$ cat config.mk
export PLATFORM = sky130hd
export DESIGN_NAME = video_rx_st
export DESIGN_NICKNAME = d
export VERILOG_FILES = /design/src/rtl/video_rx_st.sv
export SDC_FILE = /design/constraint.sdc
export NUM_CORES = 1
export LEC_CHECK = 0
export ABC_AREA = 0
export CORE_MARGIN = 5
export CORE_UTILIZATION = 55
export CTS_BUF_LIST = sky130_fd_sc_hd__clkbuf_4
export DETAILED_ROUTE_END_ITERATION = 7
export PLACE_DENSITY = 0.91
export SLEW_MARGIN = 5
export SYNTH_ARGS = -nofsm -noshare
export SYNTH_HDL_FRONTEND = slang
export SYNTH_SLANG_ARGS = --single-unit
$ cat constraint.sdc
create_clock -name clk -period 6.26 [get_ports clk]
set_input_delay 1.565 -clock clk [delete_from_list [all_inputs] [get_ports clk]]
set_output_delay 1.565 -clock clk [all_outputs]
set_load 0.01 [all_outputs]
$ cat src/rtl/video_rx_st.sv
// Parallel video receiver: registers DE/HSYNC/VSYNC/RGB and repacks each whole,
// VSYNC-locked active frame into one Avalon-ST packet with geometry checking.
module video_rx_st #(
    parameter int DATA_WIDTH      = 32,
    parameter int HACTIVE         = 1280,
    parameter int VACTIVE         = 720,
    parameter bit SYNC_ACTIVE_LOW = 1'b1
) (
    input  logic                  clk,
    input  logic                  reset,
    input  logic                  enable_i,
    input  logic                  vid_de_i,
    input  logic                  vid_hsync_i,
    input  logic                  vid_vsync_i,
    input  logic [7:0]            vid_r_i,
    input  logic [7:0]            vid_g_i,
    input  logic [7:0]            vid_b_i,
    output logic                  aso_src_valid_o,
    output logic [DATA_WIDTH-1:0] aso_src_data_o,
    output logic                  aso_src_startofpacket_o,
    output logic                  aso_src_endofpacket_o,
    output logic                  frame_start_o,
    output logic                  frame_error_o,
    output logic [15:0]           frame_count_o
);

    localparam int PW = $clog2(HACTIVE + 1);
    localparam int LW = $clog2(VACTIVE + 1);
    localparam logic [PW-1:0] P_HMAX  = PW'(HACTIVE);
    localparam logic [PW-1:0] P_HLAST = PW'(HACTIVE - 1);
    localparam logic [LW-1:0] P_VLAST = LW'(VACTIVE - 1);

    typedef enum logic [1:0] {IDLE, WAIT_VS, FRAME} state_t;

    state_t          r_state;
    logic            r_de1, r_hs1, r_vs1;
    logic [23:0]     r_rgb1;
    logic            r_de_prev, r_vsact_prev;
    logic [PW-1:0]   r_pix;
    logic [LW-1:0]   r_line;
    logic            r_long;
    logic [15:0]     r_fcnt;
    logic            r_fv, r_fsop, r_feop, r_fstart, r_ferr;
    logic [DATA_WIDTH-1:0] r_fdata;
    logic            r_valid, r_sop, r_eop, r_start, r_err;
    logic [DATA_WIDTH-1:0] r_data;
    logic [15:0]     r_count;

    logic w_vs_act, w_vs_edge, w_de_fall, w_unused_hsync;

    assign w_vs_act       = r_vs1 ^ SYNC_ACTIVE_LOW;
    assign w_vs_edge      = w_vs_act & ~r_vsact_prev;
    assign w_de_fall      = r_de_prev & ~r_de1;
    assign w_unused_hsync = r_hs1;

    // Sync registers reset to their deasserted level so release never looks like a VSYNC edge.
    always_ff @(posedge clk or posedge reset) begin
        if (reset) begin
            r_de1        <= 1'b0;
            r_hs1        <= SYNC_ACTIVE_LOW;
            r_vs1        <= SYNC_ACTIVE_LOW;
            r_rgb1       <= '0;
            r_de_prev    <= 1'b0;
            r_vsact_prev <= 1'b0;
        end else begin
            r_de1        <= vid_de_i;
            r_hs1        <= vid_hsync_i;
            r_vs1        <= vid_vsync_i;
            r_rgb1       <= {vid_b_i, vid_g_i, vid_r_i};
            r_de_prev    <= r_de1;
            r_vsact_prev <= w_vs_act;
        end
    end

    always_ff @(posedge clk or posedge reset) begin
        if (reset) begin
            r_state  <= IDLE;
            r_pix    <= '0;
            r_line   <= '0;
            r_long   <= 1'b0;
            r_fcnt   <= '0;
            r_fv     <= 1'b0;
            r_fsop   <= 1'b0;
            r_feop   <= 1'b0;
            r_fstart <= 1'b0;
            r_ferr   <= 1'b0;
            r_fdata  <= '0;
        end else begin
            r_fv     <= 1'b0;
            r_fsop   <= 1'b0;
            r_feop   <= 1'b0;
            r_fstart <= 1'b0;
            r_ferr   <= 1'b0;
            case (r_state)
                IDLE: begin
                    if (enable_i) r_state <= WAIT_VS;
                end
                WAIT_VS: begin
                    if (!enable_i) begin
                        r_state <= IDLE;
                    end else if (w_vs_edge) begin
                        r_fstart <= 1'b1;
                        r_pix    <= '0;
                        r_line   <= '0;
                        r_long   <= 1'b0;
                        r_state  <= FRAME;
                    end
                end
                FRAME: begin
                    // VSYNC wins over a coincident pixel; an edge here is always premature.
                    if (w_vs_edge) begin
                        r_ferr   <= 1'b1;
                        r_fstart <= 1'b1;
                        r_pix    <= '0;
                        r_line   <= '0;
                        r_long   <= 1'b0;
                    end else if (r_de1) begin
                        if (r_pix < P_HMAX) begin
                            r_fv    <= 1'b1;
                            r_fdata <= DATA_WIDTH'(r_rgb1);
                            r_fsop  <= (r_pix == '0) && (r_line == '0);
                            r_pix   <= r_pix + PW'(1);
                            if (r_pix == P_HLAST && r_line == P_VLAST) begin
                                r_feop  <= 1'b1;
                                r_fcnt  <= r_fcnt + 16'd1;
                                r_state <= enable_i ? WAIT_VS : IDLE;
                            end
                        end else begin
                            r_long <= 1'b1;
                        end
                    end else if (w_de_fall) begin
                        r_line <= r_line + LW'(1);
                        r_pix  <= '0;
                        r_long <= 1'b0;
                        if (r_line == P_VLAST) begin
                            r_ferr  <= 1'b1;
                            r_state <= enable_i ? WAIT_VS : IDLE;
                        end else if (r_pix != P_HMAX || r_long) begin
                            r_ferr <= 1'b1;
                        end
                    end
                end
                default: r_state <= IDLE;
            endcase
        end
    end

    always_ff @(posedge clk or posedge reset) begin
        if (reset) begin
            r_valid <= 1'b0;
            r_sop   <= 1'b0;
            r_eop   <= 1'b0;
            r_start <= 1'b0;
            r_err   <= 1'b0;
            r_data  <= '0;
            r_count <= '0;
        end else begin
            r_valid <= r_fv;
            r_sop   <= r_fsop;
            r_eop   <= r_feop;
            r_start <= r_fstart;
            r_err   <= r_ferr;
            r_data  <= r_fdata;
            r_count <= r_fcnt;
        end
    end

    assign aso_src_valid_o         = r_valid;
    assign aso_src_data_o          = r_data;
    assign aso_src_startofpacket_o = r_sop;
    assign aso_src_endofpacket_o   = r_eop;
    assign frame_start_o           = r_start;
    assign frame_error_o           = r_err;
    assign frame_count_o           = r_count;

endmodule
==> results of run 1 <==
registers in the layout (all words and copies together) (netlist names), 2 cells and up:
name and cells:
r_state 2, frame_count_o 16, r_line 10, aso_src_data_o 24, r_fcnt 16, r_rgb1 24
r_fdata 24, r_pix 11
through the flow:
stage           util  hold WS, ps  setup WS, ps
2_1_floorplan      -          331           887
3_3_place_gp   0.653          332          2610
3_5_place_dp   0.653          338          2510
4_1_cts        0.688          365          3060
5_1_grt        0.688          376          2900
6_report       0.688          367          3010
report_power, final:
group | internal [uW] | switching (uW) | total (uW)
combinational | 205 | 189 | 395
sequential | 1080 | 73.4 | 1150
clock | 292 | 355 | 648
total | 1580 | 618 | 2200
Yosys cell counts:
master / n / area (um^2)
a211o_1: 1 / 8.76
a21boi_0: 1 / 7.51
a21o_1: 1 / 7.51
a21oi_1: 7 / 35.0
a221o_1: 1 / 10.0
a22o_1: 2 / 17.5
a31oi_1: 2 / 12.5
a32oi_1: 1 / 8.76
and2_1: 2 / 12.5
and3_1: 6 / 37.5
and4bb_2: 1 / 12.5
buf_4: 8 / 60.1
clkbuf_1: 8 / 30.0
clkbuf_2: 1 / 5.00
conb_1: 1 / 3.75
dfrtp_1: 141 / 3530
dfstp_2: 1 / 26.3
ha_1: 9 / 113
inv_1: 12 / 45.0
inv_2: 1 / 3.75
mux2_2: 3 / 33.8
mux2_4: 1 / 15.0
nand2_1: 98 / 368
nand2b_1: 1 / 6.26
nand3_1: 16 / 80.1
nand3b_1: 1 / 7.51
nand4_1: 8 / 50.1
nor2_1: 30 / 113
nor2b_1: 3 / 18.8
nor3_1: 11 / 55.1
nor4_1: 8 / 50.1
nor4b_1: 2 / 17.5
o211ai_1: 2 / 15.0
o21a_1: 1 / 7.51
o21ai_0: 18 / 90.1
o22ai_1: 1 / 6.26
o31ai_1: 6 / 45.0
or2_2: 3 / 18.8
or3_1: 2 / 12.5
or3b_1: 1 / 8.76
or4bb_1: 1 / 11.3
xnor2_1: 10 / 87.6
xor2_1: 10 / 87.6
kinds of logic (layout without fill, tap and decap cells):
| family | after synthesis | after routing | share of synthesized area |
|---|---|---|---|
| XOR/XNOR | 20 | 20 | 0.0337 |
| AO/OA/AOI/OAI | 44 | 44 | 0.0523 |
| adder cells (fa/ha/maj) | 9 | 9 | 0.0217 |
| flip-flops | 142 | 142 | 0.685 |
| other | 1 | 8 | 0.000723 |
| AND/OR/NAND/NOR | 194 | 194 | 0.169 |
| buffers and inverters | 30 | 120 | 0.0277 |
| multiplexers | 4 | 4 | 0.00940 |
area by class of cell:
| cell class | instances | area [um^2] | share of cell area |
|---|---|---|---|
| tap | 129 | 161 | 0.0254 |
| clock inverter | 15 | 199 | 0.0313 |
| inverter | 13 | 53.8 | 0.00846 |
| timing repair buffer | 75 | 746 | 0.117 |
| clock buffer | 17 | 128 | 0.0201 |
| sequential | 142 | 3550 | 0.559 |
| multi-input combinational | 279 | 1520 | 0.239 |
layer usage:
metal	vias up	track usage	wire [um]
met1	1677	0.214	3840
met3	22	0.0439	468
met4	0	0.0822	226
met2	121	0.296	5060
met5	-	0	0
li1	1653	-	-
how the worst max path moves through the flow:
stage	from	endpoint	slack (ps)
after floorplan	reset	aso_src_data_o[0]	890
after global placement	enable_i	r_pix[6]	2610
final	enable_i	r_pix[7]	3010
after global routing	enable_i	r_pix[7]	2900
after detailed placement	enable_i	r_pix[9]	2510
after CTS	enable_i	r_pix[7]	3060
worst reg2reg max path: stages, from the launching register on:
cell	delay (ps)
dfrtp_1	440
inv_1	100
ha_1	250
mux2_2	370
a32oi_1	800
nor3_1	180
xnor2_1	230
nor2_1	60
==> flow_metrics.py, run 1 <==
metrics = {
    "outcome": {
        "run_status": "finished clean",
    },
    "timing": {
        "clock-skew-final_ps": 13.0,
        "worstMarginPinSlew_ps": 1070,
        "finalHoldViolCount": 0,
        "drv_slew": 0,
        "rsz0062_at_grt": "false",
        "slew_headroom": 0.289,
        "fin_tns_setup_ps": 0,
        "final.min_clock_period_ps": 3250,
        "fmax_ghz": 0.308,
        "finalCritPeriodShare": 0.519,
        "setup_viol_count_final": 0,
    },
    "setup_path": {
        "reg2regPathDepth": 7,
        "crit_type": "in -> reg",
        "r2r-start": "r_state[1]",
        "critPathLaunchType": "primary input",
        "cp_num_cells": 6,
        "worst_r2r_endpoint": "r_pix[7]",
        "cpPeakStageDelay_ps": 800,
        "worstPathRequired_ps": 6640,
        "cp.arrival_ps": 3630,
        "worst-r2r-setup-slack_ps": 3710,
        "path_buf_inv": 1,
        "critPathSlowestCell": "a32oi_1",
        "path_delay_family": "compound AO/OA/AOI/OAI gates",
        "path_cells": "clkdlybuf4s50_1 -> mux2_2 -> a32oi_1 -> nor3_1 -> xnor2_1 -> nor2_1",
        "endpoint_kind": "flip-flop",
        "crit_fanout": 14,
    },
    "floorplan": {
        "dieWidth_um": 107,
        "core_area_um2": 9240,
        "io_pins": 83,
        "row_count": 35,
        "die_y_um": 107,
        "die-area_um2": 11500,
        "initial_core_util": 0.562,
    },
    "cells_and_area": {
        "fill_cells": 628,
        "nNetsFinal": 567,
        "stdcell_area_um2": 6360,
        "syn_to_final_growth_pct": 22.5,
        "final_common_cell": "dfrtp_1",
        "drive_gt1_frac": 0.0813,
        "diodes": 0,
        "mostFrequentLayoutCells": "dfrtp_1 (141), nand2_1 (98), clkdlybuf4s50_1 (73), nor2_1 (30), o21ai_0 (18)",
        "final_cells": 670,
    },
    "global_routing": {
        "antenna_found_initial": 0,
        "grt_max_degree": 103,
        "grt_pass1_vias": 3468,
        "grt_pass1_wl_um": 16000,
        "grt_util_all_layers": 0.176,
        "grt_overflow": 0,
    },
    "logic_synthesis": {
        "yosys_warnings": 0,
        "synth_cell_types": 43,
        "synthCells": 444,
        "ys_seq_area_frac": 0.685,
        "syn_area_um2": 5190,
        "synth.avg_cell_area_um2": 11.7,
        "synth-seq-cells": 142,
    },
    "place": {
        "dp.cells": 638,
        "dpl.hpwl_um": 6500,
        "place.gp.congestion": 0.878,
        "numPortBuffers": 73,
        "placedInstanceArea_um2": 6030,
    },
    "clock_tree": {
        "max-clock-path-buffers": 2,
        "root_buffer": "clkbuf_4",
        "cts_setup_buffers": 0,
        "cts_hold_buffers": 0,
        "cts_tree": "built",
        "cts_htree_levels": 4,
        "cts_buffers": 17,
        "clk_pin_slew_ps": 120,
        "cts_resized": 0,
        "cts.sinks": 142,
        "clk_latency_ps": 520,
    },
    "route": {
        "postRouteAntennaNets": 0,
        "wl_per_cell_um": 14.3,
        "wl_um": 9590,
        "drt_iter0_drc": 219,
        "vias": 3473,
        "drc_errors": 0,
        "firstDrtPassIters": 6,
        "via_per_inst": 5.18,
    },
    "pwr": {
        "irDropWorstVdd_uv": 174,
        "p_leak_uw": 0.00302,
        "power_density_nw_per_um2": 345,
        "total_power_uw": 2200,
    },
    "worst_hold_path": {
        "holdPathEnd": "frame_error_o",
        "holdPathStages": 0,
        "hold_class": "reg -> reg",
        "min-delay-start": "r_ferr",
    },
    "job": {
        "cap_violations": 0,
    },
}
No activity file was read; power rests on OpenSTA's default activity.
==> run 2: changes to the inputs <==
--- a/config.mk
+++ b/config.mk
@@ -7,10 +7,10 @@
 export LEC_CHECK = 0
 export ABC_AREA = 0
 export CORE_MARGIN = 5
-export CORE_UTILIZATION = 55
+export CORE_UTILIZATION = 50
 export CTS_BUF_LIST = sky130_fd_sc_hd__clkbuf_4
 export DETAILED_ROUTE_END_ITERATION = 7
-export PLACE_DENSITY = 0.91
+export PLACE_DENSITY = 0.87
 export SLEW_MARGIN = 5
 export SYNTH_ARGS = -nofsm -noshare
 export SYNTH_HDL_FRONTEND = slang
==> constraint.sdc (replaced) <==
create_clock -name clk -period 2.8 [get_ports clk]
set_input_delay 0.7 -clock clk [delete_from_list [all_inputs] [get_ports clk]]
set_output_delay 0.7 -clock clk [all_outputs]
set_load 0.01 [all_outputs]
==> run 2 against run 1 <==
  * Design area decreased by 0.79%
  * Via count decreased by 1.4%
  * Sequential share of layout area rose by 0.44 points
  * Total power increased by 110%
==> flow_metrics.py, run 2 (synthesis results as in run 1) <==
metrics = {
    "global_routing": {
        "grt_overflow": 0,
        "grt_util_all_layers": 0.160,
        "grt_pass1_vias": 3340,
        "grt.met1_usage": 0.201,
        "antenna_found_initial": 0,
        "global_route.usage.met2": 0.261,
        "grt_busiest_layer": "met2",
        "use_met3": 0.0457,
        "grt_pass1_wl_um": 16100,
        "grt_max_degree": 112,
    },
    "pwr": {
        "p_leak_uw": 0.00298,
        "p_switching_uw": 1320,
        "power_density_nw_per_um2": 721,
        "power_frac_clock": 0.234,
        "irDropWorstVdd_uv": 424,
        "p_sw_frac": 0.290,
        "intPower_uw": 3230,
        "pwr-share-seq": 0.571,
        "p_comb_frac": 0.196,
    },
    "timing": {
        "fin_ws_ps": 454,
        "slew_headroom": 0.631,
        "clock-skew-final_ps": 14.7,
        "final.min_clock_period_ps": 2350,
        "worstMarginPinSlew_ps": 554,
        "drv_slew": 0,
        "fin_tns_setup_ps": 0,
        "fmax_ghz": 0.426,
        "finalHoldViolCount": 0,
        "finalCritPeriodShare": 0.838,
        "rsz0062_at_grt": "false",
        "setup_viol_count_final": 0,
    },
    "job": {
        "cap_violations": 0,
    },
    "floorplan": {
        "die_y_um": 112,
        "row_count": 37,
        "io_pins": 83,
        "initial_core_util": 0.507,
        "core_area_um2": 10200,
        "die-area_um2": 12500,
        "dieWidth_um": 112,
    },
    "route": {
        "via_per_inst": 5.03,
        "vias": 3424,
        "wl_per_cell_um": 13.7,
        "postRouteAntennaNets": 0,
        "firstDrtPassIters": 4,
        "wl_um": 9360,
        "drt_iter0_drc": 246,
        "drc_errors": 0,
    },
    "setup_path": {
        "crit_type": "reg -> reg",
        "crit_fanout": 12,
        "critPathLaunchType": "flip-flop",
        "worstPathRequired_ps": 3250,
        "cp.arrival_ps": 2790,
        "reg2regPathDepth": 7,
        "endpoint": "r_fcnt[13]",
        "crit_path_start": "r_state[0]",
        "endpoint_kind": "flip-flop",
        "worst_r2r_endpoint": "r_fcnt[13]",
        "worst-r2r-setup-slack_ps": 450,
        "r2r-start": "r_state[0]",
    },
    "clock_tree": {
        "cts_hold_buffers": 0,
        "cts_htree_levels": 4,
        "cts_tree": "built",
        "clk_latency_ps": 520,
        "clk_pin_slew_ps": 120,
        "root_buffer": "clkbuf_4",
        "cts.sinks": 142,
        "cts_buffers": 17,
        "cts_resized": 0,
        "max-clock-path-buffers": 2,
        "cts_setup_buffers": 0,
    },
    "place": {
        "placedInstanceArea_um2": 6080,
        "dpl.hpwl_um": 6440,
        "numPortBuffers": 73,
        "place.gp.congestion": 0.879,
        "dp_worst_setup_slack_ps": 432,
    },
    "cells_and_area": {
        "stdcell_area_um2": 6310,
        "syn_to_final_growth_pct": 21.6,
        "final_common_cell": "dfrtp_1",
        "nNetsFinal": 571,
        "mostFrequentLayoutCells": "dfrtp_1 (141), nand2_1 (98), clkdlybuf4s50_1 (73), nor2_1 (30), o21ai_0 (18)",
        "diodes": 0,
        "drive_gt1_frac": 0.0862,
    },
    "worst_hold_path": {
        "hold_class": "reg -> reg",
    },
    "outcome": {
        "run_status": "finished clean",
    },
}
[run 2: layer usage]
| metal | vias up | wire (um) |
|---|---|---|
| met3 | 9 | 453 |
| met5 | - | 0 |
| met2 | 100 | 4890 |
| li1 | 1652 | - |
| met1 | 1663 | 3900 |
| met4 | 0 | 119 |
[run 2: worst min path at each step]
stage / from / end / slack, ps / cells after the start
floorplan: r_feop / aso_src_endofpacket_o / 330 / 0
global placement: r_fv / aso_src_valid_o / 330 / 0
detailed placement: r_ferr / frame_error_o / 350 / 0
CTS: r_ferr / frame_error_o / 370 / 0
global route: r_fstart / frame_start_o / 390 / 0
finish: r_ferr / frame_error_o / 370 / 0
[run 2: cell type report]
cell class	count	area (um^2)
well taps	136	170
multi-input cells	279	1520
flip-flops and latches	142	3550
clock buffers	17	128
repair buffers	79	788
clock inverters	15	98.8
inverters	13	52.6
fillers	757	3920
[run 2: power by group through the flow]
stage | sequential (uW) | clock (uW) | combinational, uW
after detailed placement | 2640 | 0 | 898
after global routing | 2640 | 1180 | 989
after global placement | 2610 | 0 | 861
after CTS | 2600 | 1090 | 902
after floorplan | 2670 | 0 | 353
final | 2600 | 1060 | 890
[run 2: stage by stage]
stage | instances | power, uW | hold WS (ps) | utilization
floorplan | 451 | 3030 | 331 | -
global placement | 649 | 3470 | 334 | 0.595
detailed placement | 649 | 3540 | 347 | 0.595
CTS | 681 | 4590 | 373 | 0.617
global route | 681 | 4810 | 390 | 0.617
finish | 681 | 4550 | 371 | 0.617
[run 2: worst max-delay path, cell delays in order, from the launching register on]
cell and delay, ps:
dfrtp_1 440, inv_1 110, ha_1 370, o211ai_1 250, nor2_1 280, nand4_1 300
nor4_1 310, xor2_1 200
